===== config.mk =====
export PLATFORM = sky130hd
export DESIGN_NAME = hpdmc_initseq
export DESIGN_NICKNAME = d
export VERILOG_FILES = /design/src/rtl/hpdmc_initseq.sv
export SDC_FILE = /design/constraint.sdc
export NUM_CORES = 1
export LEC_CHECK = 0
export ABC_AREA = 1
export CAP_MARGIN = 5
export CORE_ASPECT_RATIO = 0.75
export CORE_UTILIZATION = 52
export DETAILED_ROUTE_END_ITERATION = 8
export GPL_TIMING_DRIVEN = 0
export MAX_ROUTING_LAYER = met4
export PLACE_DENSITY_LB_ADDON = 0.15
export SLEW_MARGIN = 25
export SYNTH_ARGS = -nofsm -noshare
export SYNTH_HDL_FRONTEND = slang
export SYNTH_SLANG_ARGS = --single-unit

===== constraint.sdc =====
create_clock -name sys_clk -period 3.8 [get_ports sys_clk]
set_input_delay 0.95 -clock sys_clk [delete_from_list [all_inputs] [get_ports sys_clk]]
set_output_delay 0.95 -clock sys_clk [all_outputs]
set_load 0.01 [all_outputs]

===== src/rtl/hpdmc_initseq.sv =====
// SDRAM power-up initialisation sequencer: drives PRE/EMRS/MRS/REFRESH with
// programmable gaps, then hands the command bus to the scheduler.
module hpdmc_initseq #(
    parameter logic [15:0] POWERUP_WAIT = 16'd20000,
    parameter int unsigned NUM_REFRESH  = 2
) (
    input  logic        sys_clk,
    input  logic        sdram_rst,
    input  logic        start,
    input  logic [2:0]  tim_rp,
    input  logic [3:0]  tim_rfc,
    input  logic [1:0]  tim_mrd,
    input  logic [12:0] mode_reg,
    input  logic [12:0] ext_mode_reg,
    input  logic        sched_cs_n,
    input  logic        sched_ras_n,
    input  logic        sched_cas_n,
    input  logic        sched_we_n,
    input  logic [12:0] sched_adr,
    input  logic [1:0]  sched_ba,
    output logic        sdram_cke,
    output logic        sdram_cs_n,
    output logic        sdram_ras_n,
    output logic        sdram_cas_n,
    output logic        sdram_we_n,
    output logic [12:0] sdram_adr,
    output logic [1:0]  sdram_ba,
    output logic        init_done,
    output logic        busy
);

    localparam int unsigned AW  = 13;
    localparam int unsigned BW  = 2;
    localparam int unsigned WW  = 4;
    localparam int unsigned PW  = 16;
    localparam int unsigned RW  = 4;
    localparam int unsigned RCW = RW + 1;

    localparam logic [3:0]    CMD_NOP = 4'b0111;
    localparam logic [3:0]    CMD_PRE = 4'b0010;
    localparam logic [3:0]    CMD_REF = 4'b0001;
    localparam logic [3:0]    CMD_MRS = 4'b0000;
    localparam logic [AW-1:0] ADR_A10 = 13'h0400;
    localparam logic [AW-1:0] ADR_A8  = 13'h0100;

    typedef enum logic [3:0] {
        S_IDLE,
        S_PWR_WAIT,
        S_PRE1,
        S_EMRS,
        S_MRS_DLLRST,
        S_PRE2,
        S_REFRESH,
        S_MRS_FINAL,
        S_DONE
    } state_t;

    state_t        state, state_nx, dest;
    logic          first, first_nx;
    logic [WW-1:0] wait_cnt, wait_nx, t_load;
    logic [PW-1:0] pwr_cnt, pwr_nx;
    logic [RW-1:0] ref_cnt, ref_nx;
    logic [RCW-1:0] ref_issued;
    logic          is_cmd;
    logic          cke_q, cke_nx;
    logic [3:0]    cmd_q, cmd_nx;
    logic [AW-1:0] adr_q, adr_nx;
    logic [BW-1:0] ba_q, ba_nx;
    logic          busy_q, busy_nx;
    logic          done_q, done_nx;

    // Next-state and next-output logic; first marks the command-issue cycle of a state
    always_comb begin
        state_nx   = state;
        first_nx   = 1'b0;
        wait_nx    = wait_cnt;
        pwr_nx     = pwr_cnt;
        ref_nx     = ref_cnt;
        cke_nx     = 1'b1;
        cmd_nx     = CMD_NOP;
        adr_nx     = '0;
        ba_nx      = '0;
        is_cmd     = 1'b0;
        t_load     = '0;
        dest       = state;
        ref_issued = RCW'(ref_cnt) + (first ? RCW'(1) : RCW'(0));
        busy_nx    = (state != S_IDLE) && (state != S_DONE);
        done_nx    = (state == S_DONE);

        case (state)
            S_IDLE: begin
                cke_nx  = 1'b0;
                wait_nx = '0;
                ref_nx  = '0;
                pwr_nx  = '0;
                if (start) begin
                    state_nx = S_PWR_WAIT;
                    pwr_nx   = POWERUP_WAIT;
                end
            end
            S_PWR_WAIT: begin
                if (pwr_cnt <= PW'(1)) begin
                    state_nx = S_PRE1;
                    first_nx = 1'b1;
                end else begin
                    pwr_nx = pwr_cnt - PW'(1);
                end
            end
            S_PRE1: begin
                is_cmd = 1'b1;
                t_load = WW'(tim_rp);
                dest   = S_EMRS;
                if (first) begin
                    cmd_nx = CMD_PRE;
                    adr_nx = ADR_A10;
                end
            end
            S_EMRS: begin
                is_cmd = 1'b1;
                t_load = WW'(tim_mrd);
                dest   = S_MRS_DLLRST;
                if (first) begin
                    cmd_nx = CMD_MRS;
                    adr_nx = ext_mode_reg;
                    ba_nx  = 2'b01;
                end
            end
            S_MRS_DLLRST: begin
                is_cmd = 1'b1;
                t_load = WW'(tim_mrd);
                dest   = S_PRE2;
                if (first) begin
                    cmd_nx = CMD_MRS;
                    adr_nx = mode_reg | ADR_A8;
                end
            end
            S_PRE2: begin
                is_cmd = 1'b1;
                t_load = WW'(tim_rp);
                dest   = S_REFRESH;
                if (first) begin
                    cmd_nx = CMD_PRE;
                    adr_nx = ADR_A10;
                end
            end
            S_REFRESH: begin
                is_cmd = 1'b1;
                t_load = tim_rfc;
                dest   = (ref_issued >= RCW'(NUM_REFRESH)) ? S_MRS_FINAL : S_REFRESH;
                if (first) begin
                    cmd_nx = CMD_REF;
                    ref_nx = ref_cnt + RW'(1);
                end
            end
            S_MRS_FINAL: begin
                is_cmd = 1'b1;
                t_load = WW'(tim_mrd);
                dest   = S_DONE;
                if (first) begin
                    cmd_nx = CMD_MRS;
                    adr_nx = mode_reg & ~ADR_A8;
                end
            end
            S_DONE: begin
                cke_nx = 1'b1;
            end
            default: begin
                state_nx = S_IDLE;
            end
        endcase

        // Shared command/wait sub-sequencer: timing is sampled only on the issue cycle
        if (is_cmd) begin
            if (first && (t_load != '0)) begin
                wait_nx = t_load;
            end else if (first || (wait_cnt <= WW'(1))) begin
                state_nx = dest;
                first_nx = 1'b1;
            end else begin
                wait_nx = wait_cnt - WW'(1);
            end
        end
    end

    always_ff @(posedge sys_clk) begin
        if (sdram_rst) begin
            state    <= S_IDLE;
            first    <= 1'b0;
            wait_cnt <= '0;
            pwr_cnt  <= '0;
            ref_cnt  <= '0;
            cke_q    <= 1'b0;
            cmd_q    <= 4'b1111;
            adr_q    <= '0;
            ba_q     <= '0;
            busy_q   <= 1'b0;
            done_q   <= 1'b0;
        end else begin
            state    <= state_nx;
            first    <= first_nx;
            wait_cnt <= wait_nx;
            pwr_cnt  <= pwr_nx;
            ref_cnt  <= ref_nx;
            cke_q    <= cke_nx;
            cmd_q    <= cmd_nx;
            adr_q    <= adr_nx;
            ba_q     <= ba_nx;
            busy_q   <= busy_nx;
            done_q   <= done_nx;
        end
    end

    // Once init is complete the scheduler drives the pins directly
    assign sdram_cke   = cke_q;
    assign sdram_cs_n  = done_q ? sched_cs_n  : cmd_q[3];
    assign sdram_ras_n = done_q ? sched_ras_n : cmd_q[2];
    assign sdram_cas_n = done_q ? sched_cas_n : cmd_q[1];
    assign sdram_we_n  = done_q ? sched_we_n  : cmd_q[0];
    assign sdram_adr   = done_q ? sched_adr   : adr_q;
    assign sdram_ba    = done_q ? sched_ba    : ba_q;
    assign init_done   = done_q;
    assign busy        = busy_q;

endmodule


==> results.sh, run 1 <==
export IMPL_status="complete, no violations"
export IMPL_final_setup_skew_ns=0.00901
export IMPL_muxShareOfSynthArea_pct=7.07
export IMPL_core_um2=5320
export IMPL_antenna_left=0
export IMPL_seq_area_frac_synth_pct=34.9
export IMPL_layout_commonest_cell="clkdlybuf4s50_1"
export IMPL_critPathBufInv=3
export IMPL_finalWorstSetupSlack_ns=0.594
export IMPL_min_path_type="reg -> reg"
export IMPL_synth_simple_area_share_pct=28.8
export IMPL_dr_total_vias=2928
export IMPL_die_h_um=66.3
export IMPL_cts_root_buf="clkbuf_8"
export IMPL_hold_viol=0
export IMPL_grt_max_degree=15
export IMPL_h_tree_depth=2
export IMPL_critPathMaxFanout=10
export IMPL_fmax_ghz=0.312
export IMPL_drive_gt1_share_pct=13.2
export IMPL_required_ns=2.85
export IMPL_drtPass1Iterations=5
export IMPL_timing_final_crit_share_pct=84.4
export IMPL_post_cts_buffers=0
export IMPL_mostFrequentLayoutCells="clkdlybuf4s50_1 (77), nand2_1 (76), dfxtp_1 (50), nor2_1 (44), inv_1 (40)"
export IMPL_synth_top_family_by_area="simple AND/OR/NAND/NOR gates"
export IMPL_grt_most_used_layer="met2"
export IMPL_routedWlPerCell_um=13.3
export IMPL_grt_met1_usage_pct=36.7
export IMPL_n_fill_cell=450
export IMPL_tightest_slew_ns=0.523
export IMPL_crit_path_top_delay_cell="clkdlybuf4s50_1"
export IMPL_end_kind="output pin"
export IMPL_drt_iter0_markers=218
export IMPL_clkTransAtPathRegs_ns=0.09
export IMPL_critPathTopFamily="buffers and inverters"
export IMPL_cts_inserted_buffers=5
export IMPL_critPathKind="reg -> out"
export IMPL_crit_chain="clkbuf_1, buf_2, mux2_2, clkdlybuf4s50_1"
export IMPL_setup_tns_final_ns=0
export IMPL_grt_ovfl_total=0
export IMPL_grt_pass1_vias=2631
export IMPL_synth_compound_area_share_pct=15.3
export IMPL_dieArea_um2=5810
export IMPL_cts_sinks=50
export IMPL_cp_arrival_ns=2.26
export IMPL_cts_resized=0
export IMPL_wl_mm=7.35
export IMPL_syn_inst=394
export IMPL_dp_hpwl_mm=5.75
export IMPL_preCtsSetupSlack_ns=0.755
export IMPL_route_detailed_drc=0
export IMPL_cts_max_path_buffers=2
export IMPL_synth_seq_cells=50
export IMPL_rows=23
export IMPL_synth_fa_ha_area_share_pct=3.06
export IMPL_finalPower_mw=2.42
export IMPL_rsz0062_at_grt="no"
export IMPL_grt_util_all_layers_pct=27.2
export IMPL_use_met3_pct=4.74
export IMPL_die_x_um=87.7
export IMPL_grt_met2_usage_pct=42.3
export IMPL_slew_headroom_pct=65.1
export IMPL_cts_hold_buf=0
export IMPL_grt_pass1_wl_mm=11.9
export IMPL_slowest_delay_ns=0.48
export IMPL_synth_cell_types=38
export IMPL_final_nets=542
export IMPL_ys_warn_count=0
export IMPL_powerDensity_nw_per_um2=635
export IMPL_slew_viol_final=0
export IMPL_io_buffers=77
export IMPL_setup_viol=0
export IMPL_synth_xor_xnor_area_share_pct=2.75
export IMPL_synthesis_nets=458
export IMPL_avgSynthCellArea_um2=7.27
export IMPL_vdd_drop_max_mv=0.397
export IMPL_via_per_inst=5.29
export IMPL_p_leak_nw=1.70
export IMPL_diodes=0
export IMPL_cts_tree="done"
export IMPL_clk_latency_ns=0.31
export IMPL_crit_path_start_kind="flop"
export IMPL_antenna_found_initial=0
export IMPL_area_growth_synth_to_final_pct=33.0
export IMPL_place_congestion=0.923
export IMPL_ios=79
export IMPL_timing_final_crit_period_ns=3.21
export IMPL_syn_area_um2=2870
export IMPL_start_util_pct=53.8
export IMPL_maxCapViolCount=0
export IMPL_final_core_util_pct=71.6
-- layer usage --
layer,wire length [µm],part of all wire [%]
met1,3460,47
met2,3420,47
met3,419,5.7
met4,55,0.75
met5,0,0
-- metrics by stage --
stage               std cells  hold slack (ns)  area, µm²
floorplan                 394            0.452       2870
global placement          546            0.469       3730
detailed placement        546            0.481       3730
CTS                       553            0.497       3810
global route              553            0.529       3810
finish                    553            0.503       3810
-- report_power, final --
| group | switching [mW] | leakage [nW] | internal (mW) |
|---|---|---|---|
| Sequential | 0.101 | 0.407 | 0.630 |
| Clock | 0.175 | 0.0373 | 0.127 |
| Combinational | 0.864 | 1.25 | 0.523 |
-- cell usage after synthesis (all sizes together) --
library cell | instances | share of area, %
or2 | 4 | 0.87
o211ai | 2 | 0.52
clkbuf | 3 | 0.39
nand3 | 22 | 4.6
a22o | 11 | 3.4
o21ai | 30 | 5.4
nor3 | 7 | 1.4
buf | 9 | 1.7
xnor2 | 3 | 0.92
o21bai | 1 | 0.26
inv | 44 | 5.8
nand4 | 5 | 1.1
xor2 | 6 | 1.8
a21oi | 29 | 5.2
mux2 | 18 | 7.1
a21boi | 1 | 0.26
a221oi | 1 | 0.31
nor2 | 49 | 7.4
nand3b | 1 | 0.26
nand2 | 87 | 13
nor4 | 1 | 0.22
ha | 7 | 3.1
and3 | 2 | 0.44
clkinv | 1 | 0.17
dfxtp | 50 | 35
-- area by class of cell --
cell class / count / area, µm² / share of cell area (%)
tap: 75 / 93.8 / 2.46
clock inverter: 1 / 7.51 / 0.197
inverter: 45 / 170 / 4.47
timing repair buffer: 77 / 771 / 20.2
buffer: 12 / 61.3 / 1.61
multi-input combinational: 287 / 1630 / 42.9
clock buffer: 6 / 72.6 / 1.90
sequential: 50 / 1000 / 26.3
-- flip-flops by register name (all words and copies together), names as in the netlist --
signal,count
adr_q,13
ba_q,1
busy,1
cmd_q,4
first,1
init_done,1
pwr_cnt,16
ref_cnt,4
sdram_cke,1
state,4
wait_cnt,4
-- cells by family after synthesis --
family | count (synthesis)
adders and majority gates | 7
buffers and inverters | 57
DFF | 50
AOI/OAI and AO/OA | 75
and+or+nand+nor | 178
xor gates and xnor gates | 9
muxes | 18
-- worst paths after layout --
check	endpoint	start	slack (ns)	cells after the start
max	sdram_adr[8]	init_done$_SDFF_PP0_	0.59	4
min	pwr_cnt[4]$_SDFFE_PP0P_	pwr_cnt[4]$_SDFFE_PP0P_	0.50	2
max reg2reg	pwr_cnt[8]$_SDFFE_PP0P_	pwr_cnt[0]$_SDFFE_PP0P_	1.77	10
min reg2reg	pwr_cnt[4]$_SDFFE_PP0P_	pwr_cnt[4]$_SDFFE_PP0P_	0.50	2
-- worst min-delay path, stage by stage (launching register included) --
cell and delay, ns:
dfxtp_1 0.34, nand2_1 0.07, a21oi_1 0.06
Power figures use the tool's default switching activity.
==> inputs of run 2 (changes only) <==
--- a/config.mk
+++ b/config.mk
@@ -8,7 +8,7 @@
 export ABC_AREA = 1
 export CAP_MARGIN = 5
 export CORE_ASPECT_RATIO = 0.75
-export CORE_UTILIZATION = 52
+export CORE_UTILIZATION = 44
 export DETAILED_ROUTE_END_ITERATION = 8
 export GPL_TIMING_DRIVEN = 0
 export MAX_ROUTING_LAYER = met4
==> constraint.sdc (replaced) <==
create_clock -name sys_clk -period 2.7 [get_ports sys_clk]
set_input_delay 0.675 -clock sys_clk [delete_from_list [all_inputs] [get_ports sys_clk]]
set_output_delay 0.675 -clock sys_clk [all_outputs]
set_load 0.01 [all_outputs]
==> run 2 against run 1 <==
Net effect:
- setup slack worse by 0.51 ns
- clock skew rose by 0.0017 ns
- routed wire length is 0.37% lower
- via count fell by 3.8%
- critical path depth shrank 1
- register-to-register slack got worse by 0.97 ns
- die area up 18%
- clock power is 57% higher
- critical endpoint is now sdram_adr[5]
==> results.sh, run 2 (synthesis gave the netlist of run 1 again) <==
export IMPL_ios=79
export IMPL_mostFrequentLayoutCells="clkdlybuf4s50_1 (77), nand2_1 (76), dfxtp_1 (49), nor2_1 (44), inv_1 (40)"
export IMPL_critPathMaxFanout=11
export IMPL_rsz0062_at_grt="no"
export IMPL_slowest_delay_ns=0.50
export IMPL_place_congestion=0.879
export IMPL_final_nets=541
export IMPL_dr_total_vias=2817
export IMPL_crit_chain="clkbuf_4, mux2_2, clkdlybuf4s50_1"
export IMPL_start_util_pct=45.6
export IMPL_crit_path_top_delay_cell="clkdlybuf4s50_1"
export IMPL_cts_inserted_buffers=5
export IMPL_end_kind="output pin"
export IMPL_final_setup_skew_ns=0.0107
export IMPL_drive_gt1_share_pct=13.8
export IMPL_io_buffers=77
export IMPL_die_h_um=71.9
export IMPL_core_um2=6290
export IMPL_fmax_ghz=0.383
export IMPL_area_growth_synth_to_final_pct=33.9
export IMPL_crit_path_start_kind="flop"
export IMPL_h_tree_depth=2
export IMPL_grt_util_all_layers_pct=23.0
export IMPL_slew_headroom_pct=64.4
export IMPL_required_ns=2.03
export IMPL_vdd_drop_max_mv=0.480
export IMPL_setup_viol=0
export IMPL_final_core_util_pct=61.0
export IMPL_slew_viol_final=0
export IMPL_cts_hold_buf=0
export IMPL_n_fill_cell=567
export IMPL_cts_tree="done"
export IMPL_routedWlPerCell_um=13.1
export IMPL_design_area_um2=3840
export IMPL_rows=25
export IMPL_powerDensity_nw_per_um2=892
export IMPL_reg_top3="pwr_cnt: 16 flops, adr_q: 13 flops"
export IMPL_cts_sinks=50
export IMPL_critPathKind="reg -> out"
export IMPL_power_switching_mw=1.59
export IMPL_wl_mm=7.33
export IMPL_dieArea_um2=6840
export IMPL_stdcell_count=559
export IMPL_p_clk_share_pct=13.8
export IMPL_p_leak_nw=1.71
export IMPL_status="complete, no violations"
export IMPL_antenna_left=0
export IMPL_via_per_inst=5.04
export IMPL_grt_pass1_vias=2482
export IMPL_timing_final_crit_period_ns=2.61
export IMPL_cts_max_path_buffers=2
export IMPL_place_area_um2=3740
export IMPL_grt_max_degree=17
export IMPL_seqPwrFrac_pct=29.9
export IMPL_placed_cells=552
export IMPL_setup_tns_final_ns=0
export IMPL_clkTransAtPathRegs_ns=0.10
export IMPL_cts_root_buf="clkbuf_8"
export IMPL_finalPower_mw=3.42
export IMPL_internal_power_mw=1.83
export IMPL_drt_iter0_markers=198
export IMPL_clk_latency_ns=0.31
export IMPL_largest_reg_flops=16
export IMPL_route_detailed_drc=0
export IMPL_grt_ovfl_total=0
export IMPL_pwr_share_comb_pct=56.3
export IMPL_min_path_type="reg -> reg"
export IMPL_timing_final_crit_share_pct=96.7
export IMPL_swShare_pct=46.4
export IMPL_grt_pass1_wl_mm=11.8
export IMPL_cp_arrival_ns=1.94
export IMPL_layout_commonest_cell="clkdlybuf4s50_1"
export IMPL_diodes=0
export IMPL_hold_viol=0
export IMPL_tightest_slew_ns=0.534
export IMPL_maxCapViolCount=0
export IMPL_top_register="pwr_cnt"
export IMPL_die_x_um=95.2
export IMPL_antenna_found_initial=0
export IMPL_drtPass1Iterations=4
export IMPL_dp_hpwl_mm=5.83
-- run 2: path summary, 6_finish.rpt --
| kind | start | endpoint | slack, ns | depth (start not counted) |
|---|---|---|---|---|
| worst max-delay path | init_done$_SDFF_PP0_ | sdram_adr[5] | 0.09 | 3 |
| worst min register to register | pwr_cnt[4]$_SDFFE_PP0P_ | pwr_cnt[4]$_SDFFE_PP0P_ | 0.49 | 2 |
| worst max register to register | pwr_cnt[0]$_SDFFE_PP0P_ | pwr_cnt[14]$_SDFFE_PP0P_ | 0.80 | 10 |
| worst min-delay path | pwr_cnt[4]$_SDFFE_PP0P_ | pwr_cnt[4]$_SDFFE_PP0P_ | 0.49 | 2 |
-- run 2: area by class of cell --
type	instances	area (µm²)	area share [%]
clock buffer	6	82.6	2.15
inverter	45	170	4.43
sequential	50	1000	26.1
buffer	11	60.1	1.57
timing repair buffer	77	771	20.1
clock inverter	2	17.5	0.456
multi-input combinational	287	1630	42.5
tap	81	101	2.64
-- run 2: metal layers --
metal / GRT usage [%] / routed length, µm / vias up / share of wire [%]
met2: 32.4 / 3110 / 63 / 42
met4: 5.39 / 90 / 0 / 1.2
met5: - / 0 / - / 0
met3: 4.35 / 363 / 11 / 5.0
li1: - / - / 1468 / -
met1: 33.5 / 3760 / 1275 / 51
-- run 2: timing repair --
action,CTS,global route
resized for setup,1,1
buffers inserted,0,0
endpoints found under the setup margin,10,9
-- run 2: critical path, delay by kind of cell (launching register included) --
family	cells	cell delay, ns
buffers and inverters	2	0.79
flip-flops	1	0.48
multiplexers	1	0.36
-- run 2: power groups by stage --
stage	registers [mW]	clock network (mW)	logic (mW)
5_1_grt	1.05	0.517	2.18
6_report	1.02	0.473	1.93
4_1_cts	1.02	0.485	1.91
3_5_place_dp	1.04	0	1.90
3_3_place_gp	1.03	0	1.88
2_1_floorplan	1.01	0	1.46
-- run 2: stage by stage --
stage	setup WS, ns	hold WS (ns)
2_1_floorplan	0.683	0.452
3_3_place_gp	0.0983	0.471
3_5_place_dp	0.0391	0.478
4_1_cts	0.0365	0.492
5_1_grt	0.0144	0.535
6_report	0.0885	0.488
==> inputs of run 3 (changes only) <==
--- a/config.mk
+++ b/config.mk
@@ -6,6 +6,7 @@
 export NUM_CORES = 1
 export LEC_CHECK = 0
 export ABC_AREA = 1
+export ABC_CLOCK_PERIOD_IN_PS = 2700
 export CAP_MARGIN = 5
 export CORE_ASPECT_RATIO = 0.75
 export CORE_UTILIZATION = 44
==> results of run 3 <==
No change in the layout: final DEF, timing and power equal those of run 2.
